`src/rtl/lbdr_dr_router.sv`:
```
// lbdr_dr_router
//   LBDR routing unit with deroute support for one input port of a 2D-mesh
//   NoC router. A header flit is routed to a single output port. The decision
//   is held until the tail flit is granted.
//
// Ports
//   clk, rst        clock; synchronous active-high reset that also loads config
//   Rxy_rst[7:0]    routing bits {Rsw,Rse,Rws,Rwn,Res,Ren,Rnw,Rne}
//   Cx_rst[3:0]     connectivity {Cs,Cw,Ce,Cn}
//   dr_rst[7:0]     deroute port per direction: N[1:0] E[3:2] W[5:4] S[7:6]
//   cur_addr_rst    this router's address {y, x}
//   flit_valid      input FIFO presents a flit
//   flit_id[2:0]    type of the presented flit
//   dst_addr        destination address {y, x} (header only)
//   grant           allocator accepted the presented flit
//   N/E/W/S/Lport   registered one-hot port request
//   routed          packet route held
//   err_unroutable  pulse: header had no usable port
//   err_proto       pulse: flit-type sequence violation
module lbdr_dr_router #(
  parameter int          XW         = 2,
  parameter int          YW         = 2,
  parameter logic [2:0]  HEADER_ID  = 3'b001,
  parameter logic [2:0]  PAYLOAD_ID = 3'b010,
  parameter logic [2:0]  TAIL_ID    = 3'b100,
  localparam int         AW         = XW + YW
) (
  input  logic          clk,
  input  logic          rst,
  input  logic [7:0]    Rxy_rst,
  input  logic [3:0]    Cx_rst,
  input  logic [7:0]    dr_rst,
  input  logic [AW-1:0] cur_addr_rst,
  input  logic          flit_valid,
  input  logic [2:0]    flit_id,
  input  logic [AW-1:0] dst_addr,
  input  logic          grant,
  output logic          Nport,
  output logic          Eport,
  output logic          Wport,
  output logic          Sport,
  output logic          Lport,
  output logic          routed,
  output logic          err_unroutable,
  output logic          err_proto
);

  typedef enum logic {IDLE, ROUTED} state_t;

  // Port vector index: 0=N 1=E 2=W 3=S 4=L (N..S match Cx and dr encodings)
  state_t          state_q, state_d;
  logic [4:0]      port_q, port_d;
  logic            err_u_q, err_u_d;
  logic            err_p_q, err_p_d;
  logic [7:0]      rxy_q, rxy_d;
  logic [3:0]      cx_q, cx_d;
  logic [7:0]      dr_q, dr_d;
  logic [AW-1:0]   cur_q, cur_d;

  logic [XW-1:0]   x_cur, x_dst;
  logic [YW-1:0]   y_cur, y_dst;
  logic            n1, s1, e1, w1, local_hit;
  logic [3:0]      cand;
  logic [1:0]      alt_dir;
  logic [4:0]      route_sel;
  logic            route_ok;
  logic            is_hdr, is_tail, is_pay;

  assign x_cur = cur_q[XW-1:0];
  assign y_cur = cur_q[AW-1:XW];
  assign x_dst = dst_addr[XW-1:0];
  assign y_dst = dst_addr[AW-1:XW];

  assign n1 = y_dst < y_cur;
  assign s1 = y_cur < y_dst;
  assign e1 = x_cur < x_dst;
  assign w1 = x_dst < x_cur;
  assign local_hit = ~n1 & ~e1 & ~w1 & ~s1;

  assign cand[0] = ((n1 & ~e1 & ~w1) | (n1 & e1 & rxy_q[0]) | (n1 & w1 & rxy_q[1])) & cx_q[0];
  assign cand[1] = ((e1 & ~n1 & ~s1) | (e1 & n1 & rxy_q[2]) | (e1 & s1 & rxy_q[3])) & cx_q[1];
  assign cand[2] = ((w1 & ~n1 & ~s1) | (w1 & n1 & rxy_q[4]) | (w1 & s1 & rxy_q[5])) & cx_q[2];
  assign cand[3] = ((s1 & ~e1 & ~w1) | (s1 & e1 & rxy_q[6]) | (s1 & w1 & rxy_q[7])) & cx_q[3];

  // Header and tail are matched by bit so a single-flit packet (both bits
  // set) counts as both.
  assign is_hdr  = flit_valid & ((flit_id & HEADER_ID) == HEADER_ID);
  assign is_tail = flit_valid & ((flit_id & TAIL_ID) == TAIL_ID);
  assign is_pay  = flit_valid & (flit_id == PAYLOAD_ID);

  // Route selection: local, then minimal N>E>W>S, then deroute taken from
  // the first productive direction's dr field if that port is connected.
  always_comb begin
    route_sel = '0;
    route_ok  = 1'b0;
    alt_dir   = '0;
    if (n1)      alt_dir = dr_q[1:0];
    else if (e1) alt_dir = dr_q[3:2];
    else if (w1) alt_dir = dr_q[5:4];
    else         alt_dir = dr_q[7:6];

    if (local_hit) begin
      route_sel[4] = 1'b1;
      route_ok     = 1'b1;
    end else if (cand[0]) begin
      route_sel[0] = 1'b1;
      route_ok     = 1'b1;
    end else if (cand[1]) begin
      route_sel[1] = 1'b1;
      route_ok     = 1'b1;
    end else if (cand[2]) begin
      route_sel[2] = 1'b1;
      route_ok     = 1'b1;
    end else if (cand[3]) begin
      route_sel[3] = 1'b1;
      route_ok     = 1'b1;
    end else if (cx_q[alt_dir]) begin
      route_sel[{1'b0, alt_dir}] = 1'b1;
      route_ok                   = 1'b1;
    end
  end

  always_comb begin
    rxy_d = rst ? Rxy_rst      : rxy_q;
    cx_d  = rst ? Cx_rst       : cx_q;
    dr_d  = rst ? dr_rst       : dr_q;
    cur_d = rst ? cur_addr_rst : cur_q;
  end

  always_comb begin
    state_d = state_q;
    port_d  = port_q;
    err_u_d = 1'b0;
    err_p_d = 1'b0;
    case (state_q)
      IDLE: begin
        if (is_hdr) begin
          if (route_ok) begin
            port_d  = route_sel;
            state_d = ROUTED;
          end else begin
            err_u_d = 1'b1;
          end
        end else if (is_pay | is_tail) begin
          err_p_d = 1'b1;
        end
      end
      ROUTED: begin
        // A granted tail closes the packet; a single-flit packet still
        // waiting for its grant is not a protocol error.
        if (is_tail & grant) begin
          port_d  = '0;
          state_d = IDLE;
        end else if (is_hdr & ~is_tail) begin
          err_p_d = 1'b1;
          if (route_ok) begin
            port_d = route_sel;
          end else begin
            err_u_d = 1'b1;
            port_d  = '0;
            state_d = IDLE;
          end
        end
      end
      default: begin
        port_d  = '0;
        state_d = IDLE;
      end
    endcase
  end

  always_ff @(posedge clk) begin
    rxy_q <= rxy_d;
    cx_q  <= cx_d;
    dr_q  <= dr_d;
    cur_q <= cur_d;
    if (rst) begin
      state_q <= IDLE;
      port_q  <= '0;
      err_u_q <= 1'b0;
      err_p_q <= 1'b0;
    end else begin
      state_q <= state_d;
      port_q  <= port_d;
      err_u_q <= err_u_d;
      err_p_q <= err_p_d;
    end
  end

  assign Nport          = port_q[0];
  assign Eport          = port_q[1];
  assign Wport          = port_q[2];
  assign Sport          = port_q[3];
  assign Lport          = port_q[4];
  assign routed         = (state_q == ROUTED);
  assign err_unroutable = err_u_q;
  assign err_proto      = err_p_q;

endmodule

```
`config.mk`:
```
export PLATFORM = sky130hd
export DESIGN_NAME = lbdr_dr_router
export DESIGN_NICKNAME = d
export VERILOG_FILES = /design/src/rtl/lbdr_dr_router.sv
export SDC_FILE = /design/constraint.sdc
export NUM_CORES = 1
export LEC_CHECK = 0
export CAP_MARGIN = 20
export CORE_MARGIN = 1
export CORE_UTILIZATION = 39
export DETAILED_ROUTE_END_ITERATION = 10
export PLACE_DENSITY = 0.72
export RECOVER_POWER = 50
export SYNTH_ARGS = -nofsm -noshare
export SYNTH_HDL_FRONTEND = slang
export SYNTH_SLANG_ARGS = --single-unit
```
`constraint.sdc`:
```
create_clock -name clk -period 3.7 [get_ports clk]
set_input_delay 0.74 -clock clk [delete_from_list [all_inputs] [get_ports clk]]
set_output_delay 0.74 -clock clk [all_outputs]
set_load 0.02 [all_outputs]
```
==> summary.md, run 1 <==
| Metric | Value |
|---|---|
| P_leak | `0.786 nW` |
| PwrDens | `441 mW/mm²` |
| CTS sink count | `32` |
| Final WL | `3140 µm` |
| GRT Total Usage | `0.166` |
| Worst-path clk slew | `0.06 ns` |
| Worst-margin pin slew | `1.24 ns` |
| Max Cap Violations | `0` |
| Critical path class | `in2reg` |
| ANT cells | `0` |
| Worst Path Max Fanout | `6` |
| Highest clock rate | `316 MHz` |
| Vias per cell | `5.36` |
| Effective utilization at floorplan | `0.416` |
| Post-CTS resize count | `0` |
| Clk buf depth | `2` |
| Total iterations of the first detailed-routing run | `4` |
| Final hold violation count | `0` |
| Placed inst area | `0.00206 mm²` |
| Mapped Area | `0.00156 mm²` |
| Post-DR wirelength/cell | `13.8 µm` |
| Die Wd | `65.2 µm` |
| First-pass GRT wire length | `5260 µm` |
| Vias in the first global route | `1200` |
| Post-layout min period | `3.16 ns` |
| CP Data Required Time | `3.88 ns` |
| Type of the tightest min-delay check | `reg2reg` |
| #FFs+latches synth | `32` |
| IO Count | `43` |
| Register area share after synthesis | `0.566` |
| Total grt overflow | `0` |
| Synth top cells by count | `edfxtp_1, inv_1, nand2_1, dfxtp_1, nor2_1` |
| Async S/R FF share, synth | `0` |
| Post-CTS Hold Buffers | `0` |
| ANT nets after route | `0` |
| Yosys top cell by area | `edfxtp_1` |
| Post-route DRC | `0` |
| Number of flops mapped to enable cells by yosys | `24` |
| Yosys cell types | `44` |
| Gpl congestion | `0.833` |
| Final HPWL DP | `2430 µm` |
| # Post-CTS Setup Buffers | `0` |
| Setup TNS | `0 ns` |
| CTS tree | `built` |
| Initial antenna violation count | `0` |
| Root Buffer | `clkbuf_8` |
| # H-tree levels | `2` |
| Arrival time worst endpoint | `3.34 ns` |
| Area grow syn2layout | `38.9%` |
| # port buffers | `42` |
| RSZ-0062 raised after global routing | `no` |
| Endpoint kind of the worst setup timing path | `register` |
| Syn nets | `166` |
| Most frequent cell after synthesis | `edfxtp_1` |
| Final Setup Violations | `0` |
| Slew headroom | `0.172` |
| Syn. warnings | `0` |
| Skew-Pair Late Insertion Delay | `0.28 ns` |
| DRT iter0 DRCs | `53` |
| Nets | `218` |
| Worst vdd ir | `0.000259 V` |
| Post-route cell area | `0.00216 mm²` |
| Final Skew | `0.00657 ns` |
| Post-Synthesis Cells | `127` |
| Average instance area after synthesis | `12.3 µm²` |
| Worst hold slack | `0.480 ns` |
| Crit share post-route | `0.855` |
| Die Ht | `65.2 µm` |
| Ranking of synthesized cells by area | `edfxtp_1, dfxtp_1, ha_1` |
| Core area | `0.00374 mm²` |
| Die ar. | `0.00425 mm²` |
| Primary FF master, synth | `edfxtp_1` |
| Layout cells sized above 1 | `0.117` |
| CTS Buf Count | `5` |
| Top-area cell type share of the netlist area | `0.463` |
| Status | `complete, no violations` |
| Startpoint types | `input port` |
| Largest net degree at the start of global routing | `25` |
| Row count | `22` |
| Detailed-route via count | `1222` |
| Fin. max-slew vios | `0` |
[report_power, final]
part / internal (mW) / switching (mW)
Clock: 0.196 / 0.120
Combinational: 0.104 / 0.104
Sequential: 0.415 / 0.0133
Total: 0.715 / 0.238
[final timing paths]
check	startpoint	endpoint	slack (ns)	cells after the start
min	port_q[3]	port_q[3]	0.48	2
max reg2reg	cur_q[1]	port_q[0]	1.07	9
max	dst_addr[1]	port_q[0]	0.54	9
min reg2reg	port_q[3]	port_q[3]	0.48	2
[state kept, by name, indices dropped and copies added, names as in the netlist]
register / flops
cur_q: 4
cx_q: 4
dr_q: 8
err_proto: 1
err_unroutable: 1
port_q: 5
routed: 1
rxy_q: 8
[layout by cell type, fill, tap and decap left out, types with 2 or more instances in the layout]
| master | synthesis | layout |
|---|---|---|
| o2111a_1 | 2 | 2 |
| ha_1 | 4 | 4 |
| o32ai_1 | 4 | 4 |
| o21ai_0 | 4 | 4 |
| clkinv_1 | 0 | 2 |
| dfxtp_1 | 8 | 8 |
| a211o_1 | 2 | 2 |
| clkbuf_8 | 0 | 5 |
| a211oi_1 | 2 | 2 |
| dlygate4sd3_1 | 0 | 26 |
| and2_1 | 2 | 2 |
| o211ai_1 | 2 | 2 |
| nand2b_1 | 3 | 3 |
| o311ai_0 | 2 | 2 |
| a31oi_1 | 2 | 2 |
| edfxtp_1 | 24 | 24 |
| nor3_1 | 3 | 3 |
| and3_2 | 2 | 2 |
| o31a_1 | 2 | 2 |
| clkdlybuf4s50_1 | 0 | 16 |
| mux2_2 | 2 | 2 |
| a21oi_1 | 3 | 3 |
| inv_1 | 12 | 12 |
| nand2_1 | 9 | 9 |
| nand3_1 | 4 | 4 |
| buf_4 | 0 | 2 |
| nor2_1 | 6 | 6 |
| or2_2 | 2 | 2 |
[worst max-delay path: stages]
cell,delay (ns)
clkdlybuf4s50_1,0.41
ha_1,0.36
nor2b_4,0.17
or3_1,0.33
a31o_1,0.27
a2111oi_4,0.35
nand4_2,0.16
a32o_2,0.31
o32ai_1,0.23
[stage by stage]
| stage | power, mW | utilization | cells | setup slack [ns] |
|---|---|---|---|---|
| finish | 0.953 | 0.578 | 228 | 0.536 |
| global placement | 0.643 | 0.550 | 220 | 0.329 |
| detailed placement | 0.649 | 0.550 | 220 | 0.258 |
| floorplan | 0.563 | - | 127 | 0.853 |
| global route | 1.01 | 0.578 | 228 | 0.400 |
| CTS | 0.966 | 0.579 | 228 | 0.544 |
[logic make-up after synthesis]
logic type | synth area share
multiplexers | 0.0209
buffers and inverters | 0.0289
adder cells (fa/ha/maj) | 0.0322
AO/OA/AOI/OAI | 0.204
AND/OR/NAND/NOR | 0.148
flip-flops | 0.566
[final cells by class]
cell class / count / area [µm²]
fillers: 333 / 1580
flip-flops and latches: 32 / 881
repair buffers: 45 / 439
inverters: 12 / 45.0
well taps: 48 / 60.1
multi-input cells: 83 / 631
clock buffers: 5 / 68.8
clock inverters: 3 / 37.5
[metal layers]
layer / wire, µm / up-vias / track usage / share of wire
li1: - / 606 / - / -
met1: 1420 / 563 / 0.204 / 0.45
met2: 1450 / 43 / 0.267 / 0.46
met3: 184 / 10 / 0.0521 / 0.059
met4: 85 / 0 / 0.0734 / 0.027
met5: 0 / - / 0 / 0
Power figures use the tool's default switching activity.
==> run 2, diff against run 1 <==
--- a/config.mk
+++ b/config.mk
@@ -10,7 +10,6 @@
 export CORE_UTILIZATION = 39
 export DETAILED_ROUTE_END_ITERATION = 10
 export PLACE_DENSITY = 0.72
-export RECOVER_POWER = 50
 export SYNTH_ARGS = -nofsm -noshare
 export SYNTH_HDL_FRONTEND = slang
 export SYNTH_SLANG_ARGS = --single-unit
==> run 2 against run 1 <==
Die area unchanged. Highest routed layer unchanged. Clock skew down 0.00073 ns. Largest power group unchanged. Largest cell class unchanged. Global-route usage unchanged. Hold slack about the same. Sequential cell count unchanged. Wire length about the same.
==> summary.md, run 2 (synthesis results as in run 1) <==
| Metric | Value |
|---|---|
| Non-filler cells, final | `228 (unchanged)` |
| Clk buf depth | `2 (unchanged)` |
| Core area | `0.00374 mm² (unchanged)` |
| Worst vdd ir | `0.000260 V (+0.44%)` |
| CTS Buf Count | `5 (unchanged)` |
| Post-route cell area | `0.00217 mm² (+0.17%)` |
| Slew headroom | `0.651 (+0.479)` |
| Highest clock rate | `316 MHz (about the same)` |
| Most frequent cells in the layout | `clkdlybuf4s50_1, edfxtp_1, inv_1` |
| DRT iter0 DRCs | `48 (-9.4%)` |
| Post-route DRC | `0 (unchanged)` |
| CP Data Required Time | `3.88 ns (about the same)` |
| Die ar. | `0.00425 mm² (unchanged)` |
| Row count | `22 (unchanged)` |
| Startpoint types | `input port` |
| Arrival time worst endpoint | `3.34 ns (about the same)` |
| Die Wd | `65.2 µm (unchanged)` |
| Worst hold slack | `0.480 ns (-0.00000300 ns)` |
| Post-CTS resize count | `0 (unchanged)` |
| First-pass GRT wire length | `5260 µm (unchanged)` |
| Setup TNS | `0 ns (unchanged)` |
| Final Skew | `0.00584 ns (-0.000730 ns)` |
| Post-layout min period | `3.16 ns (+0.0000300 ns)` |
| Nets | `218 (unchanged)` |
| Worst Setup SP | `dst_addr[1]` |
| Reg2reg start | `cur_q[1]` |
| Detailed-route via count | `1218 (-0.33%)` |
| Status | `complete, no violations` |
| Area grow syn2layout | `39.1%` |
| Endpoint kind of the worst setup timing path | `register` |
| Worst-margin pin slew | `0.519 ns (-0.722 ns)` |
| CTS tree | `built` |
| Vias per cell | `5.34 (-0.33%)` |
| Commonest non-fill, non-tap cell in the layout | `clkdlybuf4s50_1` |
| PwrDens | `443 mW/mm² (+0.47%)` |
| Crit share post-route | `0.855 (about the same)` |
| Placed inst area | `0.00206 mm² (unchanged)` |
| Initial antenna violation count | `0 (unchanged)` |
| ANT cells | `0 (unchanged)` |
| Critical path class | `in2reg` |
| Effective utilization at floorplan | `0.416 (unchanged)` |
| Vias in the first global route | `1200 (unchanged)` |
| Final WL | `3140 µm (about the same)` |
| Largest net degree at the start of global routing | `25 (unchanged)` |
| Total grt overflow | `0 (unchanged)` |
| Max Cap Violations | `0 (unchanged)` |
| Post-CTS Hold Buffers | `0 (unchanged)` |
| Cells after DPL | `220 (unchanged)` |
| Final Setup Violations | `0 (unchanged)` |
| Post-DR wirelength/cell | `13.8 µm (about the same)` |
| Largest regs | `dr_q x8, rxy_q x8, port_q x5` |
| # H-tree levels | `2 (unchanged)` |
| RSZ-0062 raised after global routing | `no` |
| Die Ht | `65.2 µm (unchanged)` |
| Final HPWL DP | `2430 µm (unchanged)` |
| Final hold violation count | `0 (unchanged)` |
| IO Count | `43 (unchanged)` |
| Type of the tightest min-delay check | `reg2reg` |
| # port buffers | `42 (unchanged)` |
| Skew-Pair Late Insertion Delay | `0.28 ns (about the same)` |
| Worst-path clk slew | `0.06 ns (about the same)` |
| Total iterations of the first detailed-routing run | `4 (unchanged)` |
| ANT nets after route | `0 (unchanged)` |
| HP Start | `port_q[3]` |
| Total power | `0.959 mW (+0.64%)` |
| GRT Total Usage | `0.166 (unchanged)` |
| Root Buffer | `clkbuf_8` |
| # Post-CTS Setup Buffers | `0 (unchanged)` |
| CTS sink count | `32 (unchanged)` |
| Fin. max-slew vios | `0 (unchanged)` |
| P_leak | `0.783 nW (-0.41%)` |
| Worst Path Max Fanout | `6 (unchanged)` |
| Gpl congestion | `0.833 (unchanged)` |
| Layout cells sized above 1 | `0.122 (+0.00556)` |
[run 2: cell count changes in the layout (fill, tap and decap cells not counted)]
cell	change
clkbuf_1	-1
dlygate4sd3_1	-26
clkdlybuf4s50_1	+26
buf_4	+1
[run 2: final timing paths]
path,slack (ns),to,cells past startpoint
setup / recovery,0.54,port_q[0],9
hold / removal,0.48,port_q[3],2
setup reg to reg,1.08,port_q[0],9
hold reg to reg,0.48,port_q[3],2
[run 2: area by class of cell]
class                      instances  area, µm²
fill                             333       1580
sequential                        32        881
multi-input combinational         83        631
timing repair buffer              45        443
clock buffer                       5       68.8
tap                               48       60.1
inverter                          12       45.0
clock inverter                     3       37.5
[run 2: where the power goes]
part | internal (mW) | switching [mW]
Sequential | 0.415 | 0.0133
Combinational | 0.110 | 0.104
Clock | 0.196 | 0.121
[run 2: metal layers]
metal	share of wire	up-vias	global-route usage
met5	0	-	0
met4	0.027	0	0.0734
met3	0.051	10	0.0521
met2	0.46	39	0.267
met1	0.46	563	0.204
li1	-	606	-
[run 2: worst max-delay path, stage by stage]
cell,delay (ns)
clkdlybuf4s50_1,0.41
ha_1,0.37
nor2b_4,0.17
or3_1,0.33
a31o_1,0.27
a2111oi_4,0.35
nand4_2,0.16
a32o_2,0.31
o32ai_1,0.23
[run 2: metrics by stage]
stage,util,setup slack [ns]
final,0.579,0.536
after CTS,0.579,0.544
after global placement,0.550,0.329
after detailed placement,0.550,0.258
after global routing,0.579,0.400
after floorplan,-,0.853
==> run 3, diff against run 2 <==
--- a/config.mk
+++ b/config.mk
@@ -5,11 +5,12 @@
 export SDC_FILE = /design/constraint.sdc
 export NUM_CORES = 1
 export LEC_CHECK = 0
+export ABC_AREA = 1
 export CAP_MARGIN = 20
 export CORE_MARGIN = 1
 export CORE_UTILIZATION = 39
 export DETAILED_ROUTE_END_ITERATION = 10
-export PLACE_DENSITY = 0.72
+export PLACE_DENSITY = 0.71
 export SYNTH_ARGS = -nofsm -noshare
 export SYNTH_HDL_FRONTEND = slang
 export SYNTH_SLANG_ARGS = --single-unit
==> run 3 against run 2 <==
Power up 0.57%. Core utilization down 2.6 points. Hold slack worse by 0.0071 ns. Synthesized cell count up 35%. Die area up 7.9%. Worst setup slack better by 0.52 ns. Largest cell class unchanged.
==> summary.md, run 3 <==
| Metric | Value |
|---|---|
| Worst-margin pin slew | `0.535 ns (+0.0158 ns)` |
| Slew headroom | `0.642 (-0.00868)` |
| Cells after DPL | `265 (+20%)` |
| Detailed-route via count | `1247 (+2.4%)` |
| IO Count | `43 (unchanged)` |
| Syn. warnings | `0 (unchanged)` |
| Effective utilization at floorplan | `0.412 (-0.00365)` |
| Type of the tightest min-delay check | `reg2reg` |
| Primary FF master, synth | `edfxtp_1` |
| Yosys cell types | `24 (-45%)` |
| Syn nets | `211 (+27%)` |
| Total iterations of the first detailed-routing run | `5 (+1)` |
| Row count | `23 (+4.5%)` |
| Most used cell, CP | `nand2_4` |
| Average instance area after synthesis | `9.79 µm² (-20%)` |
| Core area | `0.00409 mm² (+9.2%)` |
| Total grt overflow | `0 (unchanged)` |
| Startpoint types | `input port` |
| Final WL | `2860 µm (-9.0%)` |
| CP Data Required Time | `3.88 ns (about the same)` |
| Final hold violation count | `0 (unchanged)` |
| Nets | `261 (+20%)` |
| Die Ht | `67.7 µm (+3.9%)` |
| Commonest non-fill, non-tap cell in the layout | `clkdlybuf4s50_1` |
| Post-Synthesis Cells | `172 (+35%)` |
| Die ar. | `0.00459 mm² (+7.9%)` |
| Final HPWL DP | `2200 µm (-9.6%)` |
| Number of flops mapped to enable cells by yosys | `24 (unchanged)` |
| Worst vdd ir | `0.000226 V (-13%)` |
| FF-to-FF path depth | `18 (+9)` |
| Hold depth | `2 (unchanged)` |
| # Post-CTS Setup Buffers | `0 (unchanged)` |
| Endpoint kind of the worst setup timing path | `register` |
| Root Buffer | `clkbuf_8` |
| Post-layout min period | `2.64 ns (-0.524 ns)` |
| ANT cells | `0 (unchanged)` |
| Post-CTS Hold Buffers | `0 (unchanged)` |
| Synth top cells by count | `inv_1, edfxtp_1, nand2_1, nor2_1, nand2_2` |
| # H-tree levels | `2 (unchanged)` |
| Die Wd | `67.7 µm (+3.9%)` |
| R2R Path End | `port_q[2]` |
| #FFs+latches synth | `32 (unchanged)` |
| PwrDens | `427 mW/mm² (-3.5%)` |
| Ranking of synthesized cells by area | `edfxtp_1, dfxtp_1, inv_1` |
| Most frequent cells in the layout | `clkdlybuf4s50_1, inv_1, nand2_1, edfxtp_1, nor2_1` |
| Max stage delay on crit path | `0.45 ns (+0.04 ns)` |
| Post-CTS resize count | `0 (unchanged)` |
| Largest regs | `dr_q x8, rxy_q x8, port_q x5` |
| ANT nets after route | `0 (unchanged)` |
| CTS sink count | `32 (unchanged)` |
| Register area share after synthesis | `0.523 (-0.0429)` |
| Arrival time worst endpoint | `2.82 ns (-0.52 ns)` |
| Mapped Area | `0.00168 mm² (+8.2%)` |
| Clk buf depth | `2 (unchanged)` |
| Critical path class | `in2reg` |
| CTS tree | `built` |
| Max Cap Violations | `0 (unchanged)` |
| Worst Path Max Fanout | `7 (+1)` |
| HP Start | `port_q[3]` |
| Top-area cell type share of the netlist area | `0.428 (-0.0351)` |
| Reg2reg start | `cur_q[1]` |
| Post-DR wirelength/cell | `10.5 µm (-24%)` |
| Status | `complete, no violations` |
| Post-route cell area | `0.00226 mm² (+4.2%)` |
| RSZ-0062 raised after global routing | `no` |
| Final core utilization | `0.552 (-0.0262)` |
| DRT iter0 DRCs | `54 (+13%)` |
| Placed inst area | `0.00217 mm² (+5.6%)` |
| P_leak | `0.962 nW (+23%)` |
| Slowest-stage cell, CP | `clkdlybuf4s50_1` |
| First-pass GRT wire length | `4640 µm (-12%)` |
| Vias per cell | `4.57 (-14%)` |
| GRT Total Usage | `0.142 (-0.0241)` |
| WHS Endpoint | `port_q[3]` |
| Layout cells sized above 1 | `0.202 (+0.0796)` |
| R2r setup slk | `1.64 ns (+0.56 ns)` |
| Non-filler cells, final | `273 (+20%)` |
| Initial antenna violation count | `0 (unchanged)` |
| Vias in the first global route | `1107 (-7.8%)` |
| Area grow syn2layout | `34.0%` |
| Crit share post-route | `0.714 (-0.142)` |
| Filler Cells Inserted | `375 (+13%)` |
| Async S/R FF share, synth | `0 (unchanged)` |
| Yosys top cell by area | `edfxtp_1` |
| Gpl congestion | `0.894 (+7.4%)` |
| Skew-Pair Late Insertion Delay | `0.28 ns (about the same)` |
| Final Setup Violations | `0 (unchanged)` |
| Most frequent cell after synthesis | `inv_1` |
| # port buffers | `42 (unchanged)` |
| Post-route DRC | `0 (unchanged)` |
| CTS Buf Count | `5 (unchanged)` |
| Setup TNS | `0 ns (unchanged)` |
| Final Skew | `0.00436 ns (-0.00148 ns)` |
| Fin. max-slew vios | `0 (unchanged)` |
| Largest net degree at the start of global routing | `19 (-24%)` |
| Highest clock rate | `379 MHz (+20%)` |
| Worst-path clk slew | `0.06 ns (about the same)` |
| Crit-path cells | `clkdlybuf4s50_1 > inv_1 > ha_1 > nand2_1 > nand2_4 > nand2_4 > inv_1 > nand2_2 > nand3_4 > nand2_1 > nand2_1 > nand2_2 > nand2_4 > nand2_4 > nand2_4 > nand2_4 > inv_2 > nor2_1 > nor2_1` |
==> run 3: critical path, delay by kind of cell <==
kind,cells,cell delay [ns]
AND/OR/NAND/NOR,14,1.16
buffers and inverters,4,0.61
adder cells (fa/ha/maj),1,0.29
==> run 3: metrics by stage <==
stage / power [mW] / hold slack, ns / setup slack, ns
global route: 1.03 / 0.494 / 0.810
floorplan: 0.633 / 0.542 / 1.39
detailed placement: 0.724 / 0.469 / 0.755
CTS: 0.979 / 0.479 / 1.05
global placement: 0.721 / 0.469 / 0.792
finish: 0.965 / 0.473 / 1.06
==> run 3: kinds of logic after synthesis <==
family / synth area share
and+or+nand+nor: 0.306
buffers and inverters: 0.0743
DFF: 0.523
AOI/OAI and AO/OA: 0.0669
adders and majority gates: 0.0297
==> run 3: worst max path at each step <==
stage,cells after the start,slack [ns],from,to
after detailed placement,19,0.75,dst_addr[3],port_q[2]
after global routing,19,0.81,dst_addr[3],port_q[2]
after floorplan,18,1.39,dst_addr[3],port_q[2]
after global placement,19,0.79,dst_addr[3],port_q[2]
after CTS,19,1.05,dst_addr[3],port_q[2]
final,19,1.06,dst_addr[3],port_q[2]
==> run 3: cell type report <==
type | instances | area (µm²) | area share
Inverter | 33 | 125 | 0.0554
Tap cell | 50 | 62.6 | 0.0277
Clock inverter | 3 | 13.8 | 0.00610
Clock buffer | 5 | 68.8 | 0.0305
Timing Repair Buffer | 43 | 428 | 0.190
Multi-Input combinational cell | 107 | 678 | 0.300
Sequential cell | 32 | 881 | 0.390
==> run 3: power breakdown <==
| group | switching [mW] | internal (mW) | leakage, nW | total [mW] |
|---|---|---|---|---|
| clock | 0.122 | 0.127 | 0.0453 | 0.250 |
| combinational | 0.163 | 0.121 | 0.616 | 0.284 |
| sequential | 0.0117 | 0.419 | 0.300 | 0.431 |
| total | 0.297 | 0.668 | 0.962 | 0.965 |
==> run 3: metal layers <==
layer,vias up,wire (µm),GRT usage
met4,0,63,0.0718
met1,539,1300,0.171
met2,36,1320,0.226
met5,-,0,0
li1,666,-,-
met3,6,162,0.0456
